[src/rtl/pipe_addsub_if.sv]
// Handshake/data bundle for pipe_addsub: operand pair in, sum/diff pair out.
interface pipe_addsub_if #(
  parameter int WIDTH = 8
);
  logic             in_valid;
  logic             in_ready;
  logic [WIDTH-1:0] in_a;
  logic [WIDTH-1:0] in_b;
  logic             out_valid;
  logic             out_ready;
  logic [WIDTH-1:0] out_sum;
  logic [WIDTH-1:0] out_diff;
  logic [1:0]       out_ovf;

  modport master (
    output in_valid, in_a, in_b, out_ready,
    input  in_ready, out_valid, out_sum, out_diff, out_ovf
  );

  modport slave (
    input  in_valid, in_a, in_b, out_ready,
    output in_ready, out_valid, out_sum, out_diff, out_ovf
  );
endinterface

[src/rtl/pipe_addsub.sv]
// Two-stage valid/ready pipelined signed add/subtract (FFT butterfly helper).
// Define PIPE_ADDSUB_SAT_EN to clamp overflowed results instead of wrapping.
module pipe_addsub #(
  parameter int WIDTH = 8,
  parameter int SHIFT = 0
) (
  input  logic          CLK,
  input  logic          RST_N,
  pipe_addsub_if.slave  bus,
  output logic [15:0]   ovf_count
);

  localparam logic [WIDTH-1:0] MAX_V = {1'b0, {(WIDTH-1){1'b1}}};
  localparam logic [WIDTH-1:0] MIN_V = {1'b1, {(WIDTH-1){1'b0}}};

  logic             rdy_q;
  logic             s1_valid_q, s1_valid_d;
  logic [WIDTH-1:0] a_q, a_d, b_q, b_d;
  logic             s2_valid_q, s2_valid_d;
  logic [WIDTH-1:0] sum_q, sum_d, diff_q, diff_d;
  logic [1:0]       ovf_q, ovf_d;
  logic [15:0]      cnt_q, cnt_d;

  logic             s1_adv, s2_adv, in_xfer, out_xfer;
  logic [WIDTH:0]   sum_full, diff_full;
  logic [WIDTH-1:0] sum_res, diff_res;
  logic [1:0]       ovf_res;

  // rdy_q keeps in_ready low until the first edge after reset release
  assign s2_adv   = !s2_valid_q || bus.out_ready;
  assign s1_adv   = !s1_valid_q || s2_adv;
  assign in_xfer  = bus.in_valid && bus.in_ready;
  assign out_xfer = s2_valid_q && bus.out_ready;

  assign bus.in_ready  = rdy_q && s1_adv;
  assign bus.out_valid = s2_valid_q;
  assign bus.out_sum   = sum_q;
  assign bus.out_diff  = diff_q;
  assign bus.out_ovf   = ovf_q;
  assign ovf_count     = cnt_q;

  assign sum_full  = {a_q[WIDTH-1], a_q} + {b_q[WIDTH-1], b_q};
  assign diff_full = {a_q[WIDTH-1], a_q} - {b_q[WIDTH-1], b_q};

  always_comb begin
    sum_res  = sum_full[WIDTH-1:0];
    diff_res = diff_full[WIDTH-1:0];
    ovf_res  = 2'b00;
    if (SHIFT == 1) begin
      // halving always fits, so no overflow is possible here
      sum_res  = sum_full[WIDTH:1];
      diff_res = diff_full[WIDTH:1];
    end else begin
      ovf_res[0] = sum_full[WIDTH] ^ sum_full[WIDTH-1];
      ovf_res[1] = diff_full[WIDTH] ^ diff_full[WIDTH-1];
`ifdef PIPE_ADDSUB_SAT_EN
      if (ovf_res[0]) sum_res  = sum_full[WIDTH]  ? MIN_V : MAX_V;
      if (ovf_res[1]) diff_res = diff_full[WIDTH] ? MIN_V : MAX_V;
`else
      sum_res  = sum_full[WIDTH-1:0];
      diff_res = diff_full[WIDTH-1:0];
`endif
    end
  end

  always_comb begin
    s1_valid_d = s1_valid_q;
    a_d        = a_q;
    b_d        = b_q;
    s2_valid_d = s2_valid_q;
    sum_d      = sum_q;
    diff_d     = diff_q;
    ovf_d      = ovf_q;
    cnt_d      = cnt_q;
    if (s1_adv) s1_valid_d = in_xfer;
    if (in_xfer) begin
      a_d = bus.in_a;
      b_d = bus.in_b;
    end
    if (s2_adv) s2_valid_d = s1_valid_q;
    if (s2_adv && s1_valid_q) begin
      sum_d  = sum_res;
      diff_d = diff_res;
      ovf_d  = ovf_res;
    end
    if (out_xfer && (ovf_q != 2'b00) && (cnt_q != 16'hFFFF)) cnt_d = cnt_q + 16'd1;
  end

  always_ff @(posedge CLK or negedge RST_N) begin
    if (!RST_N) begin
      rdy_q      <= 1'b0;
      s1_valid_q <= 1'b0;
      a_q        <= '0;
      b_q        <= '0;
      s2_valid_q <= 1'b0;
      sum_q      <= '0;
      diff_q     <= '0;
      ovf_q      <= 2'b00;
      cnt_q      <= 16'd0;
    end else begin
      rdy_q      <= 1'b1;
      s1_valid_q <= s1_valid_d;
      a_q        <= a_d;
      b_q        <= b_d;
      s2_valid_q <= s2_valid_d;
      sum_q      <= sum_d;
      diff_q     <= diff_d;
      ovf_q      <= ovf_d;
      cnt_q      <= cnt_d;
    end
  end

endmodule

[src/flat_wrapper.sv]
// flat-port wrapper written by rule: the top's interface ports become plain ports
module pipe_addsub_flat 
#(
  parameter int WIDTH = 8,
  parameter int SHIFT = 0
)
  (CLK, RST_N, ovf_count, bus_in_valid, bus_in_a, bus_in_b, bus_out_ready, bus_in_ready, bus_out_valid, bus_out_sum, bus_out_diff, bus_out_ovf);
  pipe_addsub_if #(.WIDTH(WIDTH)) bus_i ();
  input  logic CLK;
  input  logic RST_N;
  output logic [15:0] ovf_count;
  input wire logic [$bits(bus_i.in_valid)-1:0] bus_in_valid;
  input wire logic [$bits(bus_i.in_a)-1:0] bus_in_a;
  input wire logic [$bits(bus_i.in_b)-1:0] bus_in_b;
  input wire logic [$bits(bus_i.out_ready)-1:0] bus_out_ready;
  output wire logic [$bits(bus_i.in_ready)-1:0] bus_in_ready;
  output wire logic [$bits(bus_i.out_valid)-1:0] bus_out_valid;
  output wire logic [$bits(bus_i.out_sum)-1:0] bus_out_sum;
  output wire logic [$bits(bus_i.out_diff)-1:0] bus_out_diff;
  output wire logic [$bits(bus_i.out_ovf)-1:0] bus_out_ovf;
  assign bus_i.in_valid = bus_in_valid;
  assign bus_i.in_a = bus_in_a;
  assign bus_i.in_b = bus_in_b;
  assign bus_i.out_ready = bus_out_ready;
  assign bus_in_ready = bus_i.in_ready;
  assign bus_out_valid = bus_i.out_valid;
  assign bus_out_sum = bus_i.out_sum;
  assign bus_out_diff = bus_i.out_diff;
  assign bus_out_ovf = bus_i.out_ovf;
  pipe_addsub #(.WIDTH(WIDTH), .SHIFT(SHIFT)) u_core (.CLK(CLK), .RST_N(RST_N), .bus(bus_i), .ovf_count(ovf_count));
endmodule
[config.mk]
export PLATFORM = sky130hd
export DESIGN_NAME = pipe_addsub_flat
export DESIGN_NICKNAME = d
export VERILOG_FILES = /design/src/rtl/pipe_addsub_if.sv /design/src/rtl/pipe_addsub.sv /design/src/flat_wrapper.sv
export SDC_FILE = /design/constraint.sdc
export NUM_CORES = 1
export LEC_CHECK = 0
export CAP_MARGIN = 20
export CORE_MARGIN = 5
export CORE_UTILIZATION = 33
export DETAILED_ROUTE_END_ITERATION = 10
export GPL_ROUTABILITY_DRIVEN = 1
export MAX_ROUTING_LAYER = met4
export PLACE_DENSITY = 0.52
export SYNTH_ARGS = -nofsm -noshare
export SYNTH_HDL_FRONTEND = slang
export SYNTH_SLANG_ARGS = --single-unit
[constraint.sdc]
create_clock -name CLK -period 2.2 [get_ports CLK]
set_input_delay 0.44 -clock CLK [delete_from_list [all_inputs] [get_ports CLK]]
set_output_delay 0.44 -clock CLK [all_outputs]
set_load 0.01 [all_outputs]
---- After elaboration in Yosys (flattened, before gate mapping) ----
Cells that the tools add are included.
cells by class
  equality and inequality tests ........... 1
  reduce and logical (&&, ||, !) cells .... 11
  $add $sub $neg .......................... 3
  bitwise gates (word level) .............. 2
operators by type and width
  operator                                        number
  adder 16 x 1 -> 16 bit (second input constant)  1
  inequality test 16 bit (second input constant)  1
  adder 8 x 8 -> 9 bit                            1
  subtractor 8 x 8 -> 9 bit                       1
  logical AND 1 bit                               6
  zero test 1 bit                                 2
  logical OR 1 bit                                2
  nonzero test 2 bit                              1
  bitwise XOR 1 bit                               2
storage, ports and cells
  input bits .............................. 20
  output and inout port bits .............. 36
  word-level logic and storage cells ...... 26
  register bits ........................... 53

---- Longest topological paths before layout ----
  word-level depth ........................ 5
  depth in mapped cells ................... 8
  mapped depth without buffers ............ 8

---- Least setup slack after synthesis ----
Ideal clock, no wire load.
  path type ............................... reg2reg
  from .................................... register u_core.b_q[5]
  to ...................................... register u_core.sum_q[7], in the netlist u_core.bus.out_sum[7]
  clock period less this slack ............ 1932 ps
  buffers on the path ..................... 1
  library setup time ...................... 88 ps
  required time ........................... 2112 ps
  arrival ................................. 1843 ps
  setup slack ............................. 268 ps
  stages on the path, launching flop included .. 9
  cells stage by stage .................... dfrtp_1 > inv_1 > ha_1 > buf_6 > or2_2 > a2111oi_0 > o31a_2 > o21ai_0 > a41oi_1
between the ends
  word-level cells in the longest chain between the ends .. 1
RTL lines
  element                 line                RTL
  start, declared         pipe_addsub.sv:18   logic [WIDTH-1:0] a_q, a_d, b_q, b_d;
  start signal, assigned  pipe_addsub.sv:94   b_q <= '0;
  start signal, assigned  pipe_addsub.sv:104  b_q <= b_d;
  adder 8 x 8 -> 9 bit    pipe_addsub.sv:42   assign sum_full = {a_q[WIDTH-1], a_q} + {b_q[WIDTH-1], b_q};
  end signal, assigned    pipe_addsub.sv:106  sum_q <= sum_d;
  end, declared           pipe_addsub.sv:20   logic [WIDTH-1:0] sum_q, sum_d, diff_q, diff_d;
No other way between the ends.
A chain may end at the register's enable or synchronous reset.

---- Worst setup path after layout ----
  from .................................... register u_core.b_q[0]
  to ...................................... register u_core.ovf_q[0], in the netlist u_core.bus.out_ovf[0]
between the ends
  word-level cells in the longest chain between the ends .. 2
RTL lines
  element               line                RTL
  adder 8 x 8 -> 9 bit  pipe_addsub.sv:42
  bitwise XOR 1 bit     pipe_addsub.sv:54   ovf_res[0] = sum_full[WIDTH] ^ sum_full[WIDTH-1];
  end signal, assigned  pipe_addsub.sv:108  ovf_q <= ovf_d;
  end, declared         pipe_addsub.sv:21   logic [1:0] ovf_q, ovf_d;
No other way between the ends.

==> impl_metrics.toml <==
[global_route]
use_met2 = 0.1986
grt_max_degree = 31
grt_use_met1 = 0.1695
antenna_found_initial = 0
grt_pass1_vias = 2169
grt_usage = 0.1259
grt_first_pass_wirelength_um = 10320
grt_remaining_overflow = 0
met3_usage = 0.02300
grt-busiest-layer = "met2"

[layout]
antenna_cells = 0
regArea_um2 = 1301
layout-drive-gt1-share = 0.1672
nFillCells = 813
layout.nets = 373
synthToLayoutAreaGrowth_pct = 32.14
multi_input_area_um2 = 1420

[timing]
fin_crit_sh = 0.9282
worst_slew_pin_slew_ns = 0.5571
max_slew_margin = 0.6286
setup_viol = 0
period_minus_slack_ns = 2.042
whs_ns = 0.1082
hold_violations = 0
finalMaxSlewViolations = 0
rsz0062_at_grt = "false"
finClkSkew_ns = 0.01104
fmax_mhz = 489.7

[yosys]
synthArstFlopShare = 1.000
syn_nets = 306
synthesis.area_um2 = 2830
synth_edf_count = 0
ys_warn_count = 0
synthCells = 267
ys_seq_area_frac = 0.4598
ys_types = 49
syn_avg_cell_area_um2 = 10.60
synth-seq-cells = 52
ys_dominant_reg_cell = "dfrtp_1"

[worst_setup_path]
crit_fanout = 3
required_ns = 2.42
worstSetupPathType = "register to register"
cp.arrival_ns = 2.26
end_kind = "register"
cp-start-kind = "register"

[run]
cap_violations = 0

[cts]
clockRootBuffer = "clkbuf_8"
cts_setup_buffers = 0
cts.sinks = 52
clkLatencyLatePin_ns = 0.31
cts_buffers = 5
tritoncts = "built"
htreeDepth = 2
clkTransAtPathRegs_ns = 0.10
clk_path_buf_depth = 2

[die]
ioPinCount = 56
fp-row-count = 33
die_h_um = 102.6
dieWidth_um = 102.6
core_region_area_um2 = 8299
start_util = 0.3410
die_area_um2 = 10530

[pwr]
p_per_area_nw_per_um2 = 985.4
p_leak_nw = 1.654
peakVddDrop_mv = 0.4192
p_total_w = 0.003685

[outcome]
status = "completed"

[placed_design]
routabilityCongestion = 0.7949
hpwl_um = 4789
port_buffers = 55

[hold_path]
hold_path.class = "primary input to asynchronous set/reset pin"

[route]
vias_per_cell = 4.741
drc = 0
num_vias = 2086
final_antenna_net_count = 0
postRouteWirelength_um = 6080
drt_iter0_drc = 106
wl_per_cell_um = 13.82
dr.pass1.iters = 4
==> what timing repair did <==
action                     4_1_cts  5_1_grt
pin swaps                        0        0
resized for setup                1        6
hold endpoints to repair         0        0
setup endpoints to repair        1        3
hold buffers                     0        0
==> path summary, 6_finish.rpt <==
check | from | end | slack (ns) | cells past startpoint
worst max-delay path | u_core.b_q[0] | u_core.bus.out_ovf[0] | 0.16 | 8
worst min-delay path | RST_N | u_core.bus.out_diff[0] | 0.11 | 1
worst max register to register | u_core.b_q[0] | u_core.bus.out_ovf[0] | 0.16 | 8
worst min register to register | u_core.bus.out_diff[1] | u_core.bus.out_diff[1] | 0.49 | 2
max in group asynchronous | RST_N | u_core.bus.out_valid | 1.55 | 2
min in group CLK | u_core.bus.out_diff[1] | u_core.bus.out_diff[1] | 0.49 | 2
==> per-layer routing <==
metal	wire length, µm	vias up	part of all wire
met3	279	4	0.046
met5	0	-	0
met2	2829	43	0.47
met4	45	0	0.0074
met1	2926	984	0.48
li1	-	1055	-
==> report_power, final <==
part           internal (W)  switching [W]
combinational      0.000812       0.000695
sequential          0.00120       0.000194
clock              0.000458       0.000329
==> final cells by class <==
| cell class | count | share of cell area |
|---|---|---|
| repair buffers | 71 | 0.1843 |
| flip-flops and latches | 52 | 0.3479 |
| clock buffers | 5 | 0.01840 |
| well taps | 105 | 0.03513 |
| clock inverters | 3 | 0.01840 |
| multi-input cells | 188 | 0.3797 |
| inverters | 16 | 0.01606 |
==> logic make-up after synthesis <==
group	count (synthesis)	share of synthesized area
compound gates	49	0.1154
xor+xnor	20	0.06189
fa+ha+maj	19	0.08930
buf+inv	27	0.04598
flops	52	0.4598
mux	19	0.07515
other cells	1	0.001325
simple gates	80	0.1512
==> Yosys cell counts (all sizes together) (2+ instances only) <==
| master | n | share of area |
|---|---|---|
| a41oi | 2 | 0.0062 |
| clkbuf | 4 | 0.0053 |
| a2111oi | 2 | 0.0062 |
| or3 | 2 | 0.0044 |
| ha | 17 | 0.075 |
| nand4 | 4 | 0.0088 |
| a21oi | 11 | 0.019 |
| buf | 7 | 0.019 |
| a211oi | 4 | 0.011 |
| nand2 | 24 | 0.034 |
| nand2b | 7 | 0.015 |
| nor3 | 4 | 0.0071 |
| o21bai | 2 | 0.0053 |
| or2 | 2 | 0.0044 |
| o31ai | 5 | 0.013 |
| nand3 | 10 | 0.018 |
| o21ai | 14 | 0.025 |
| nor2b | 3 | 0.0066 |
| fa | 2 | 0.014 |
| mux2 | 18 | 0.072 |
| nor2 | 11 | 0.016 |
| inv | 16 | 0.021 |
| o21a | 2 | 0.0053 |
| nor4 | 3 | 0.0088 |
| and3 | 2 | 0.0044 |
| xor2 | 7 | 0.022 |
| nand3b | 2 | 0.0053 |
| xnor2 | 13 | 0.040 |
| or4 | 2 | 0.0066 |
| dfrtp | 52 | 0.46 |
==> layout by cell type, fill, tap and decap left out, drive strengths merged, types with 3 or more instances in the layout <==
master         netlist  layout
clkdlybuf4s50        0      53
dfrtp               52      52
nand2               24      24
mux2                18      18
ha                  17      17
inv                 16      17
buf                  7      17
o21ai               14      14
xnor2               13      13
a21oi               11      11
nor2                11      11
nand3               10      10
xor2                 7       7
nand2b               7       7
clkbuf               4       5
o31ai                5       5
nand4                4       4
nor3                 4       4
a211oi               4       4
nor2b                3       3
nor4                 3       3
==> worst max-delay path: stages (launching register included) <==
cell      delay (ns)
dfrtp_1         0.41
ha_1            0.22
inv_1           0.07
fa_1            0.22
nor3_2          0.07
o31ai_2         0.34
a211oi_2        0.13
o32a_1          0.30
o31ai_1         0.22
==> sequential cells by signal, indices dropped and copies added, names as in the netlist <==
register              cells
u_core.b_q                8
u_core.s1_valid_q         1
u_core.rdy_q              1
u_core.bus.out_diff       8
u_core.bus.out_sum        7
u_core.bus.out_valid      1
u_core.a_q                8
u_core.bus.out_ovf        2
u_core.ovf_count         16
==> metrics by stage <==
stage | setup WS, ns | std cells | TNS [ns] | utilization | instance area, µm²
2_1_floorplan | 0.2682 | 267 | 0 | - | 2830
3_3_place_gp | -0.03904 | 432 | -0.03904 | 0.4316 | 3582
3_5_place_dp | -0.03465 | 432 | -0.05745 | 0.4316 | 3582
4_1_cts | 0.09506 | 440 | 0 | 0.4481 | 3719
5_1_grt | 0.006444 | 440 | 0 | 0.4506 | 3740
6_report | 0.1580 | 440 | 0 | 0.4506 | 3740
(Power assumes the default switching activity.)
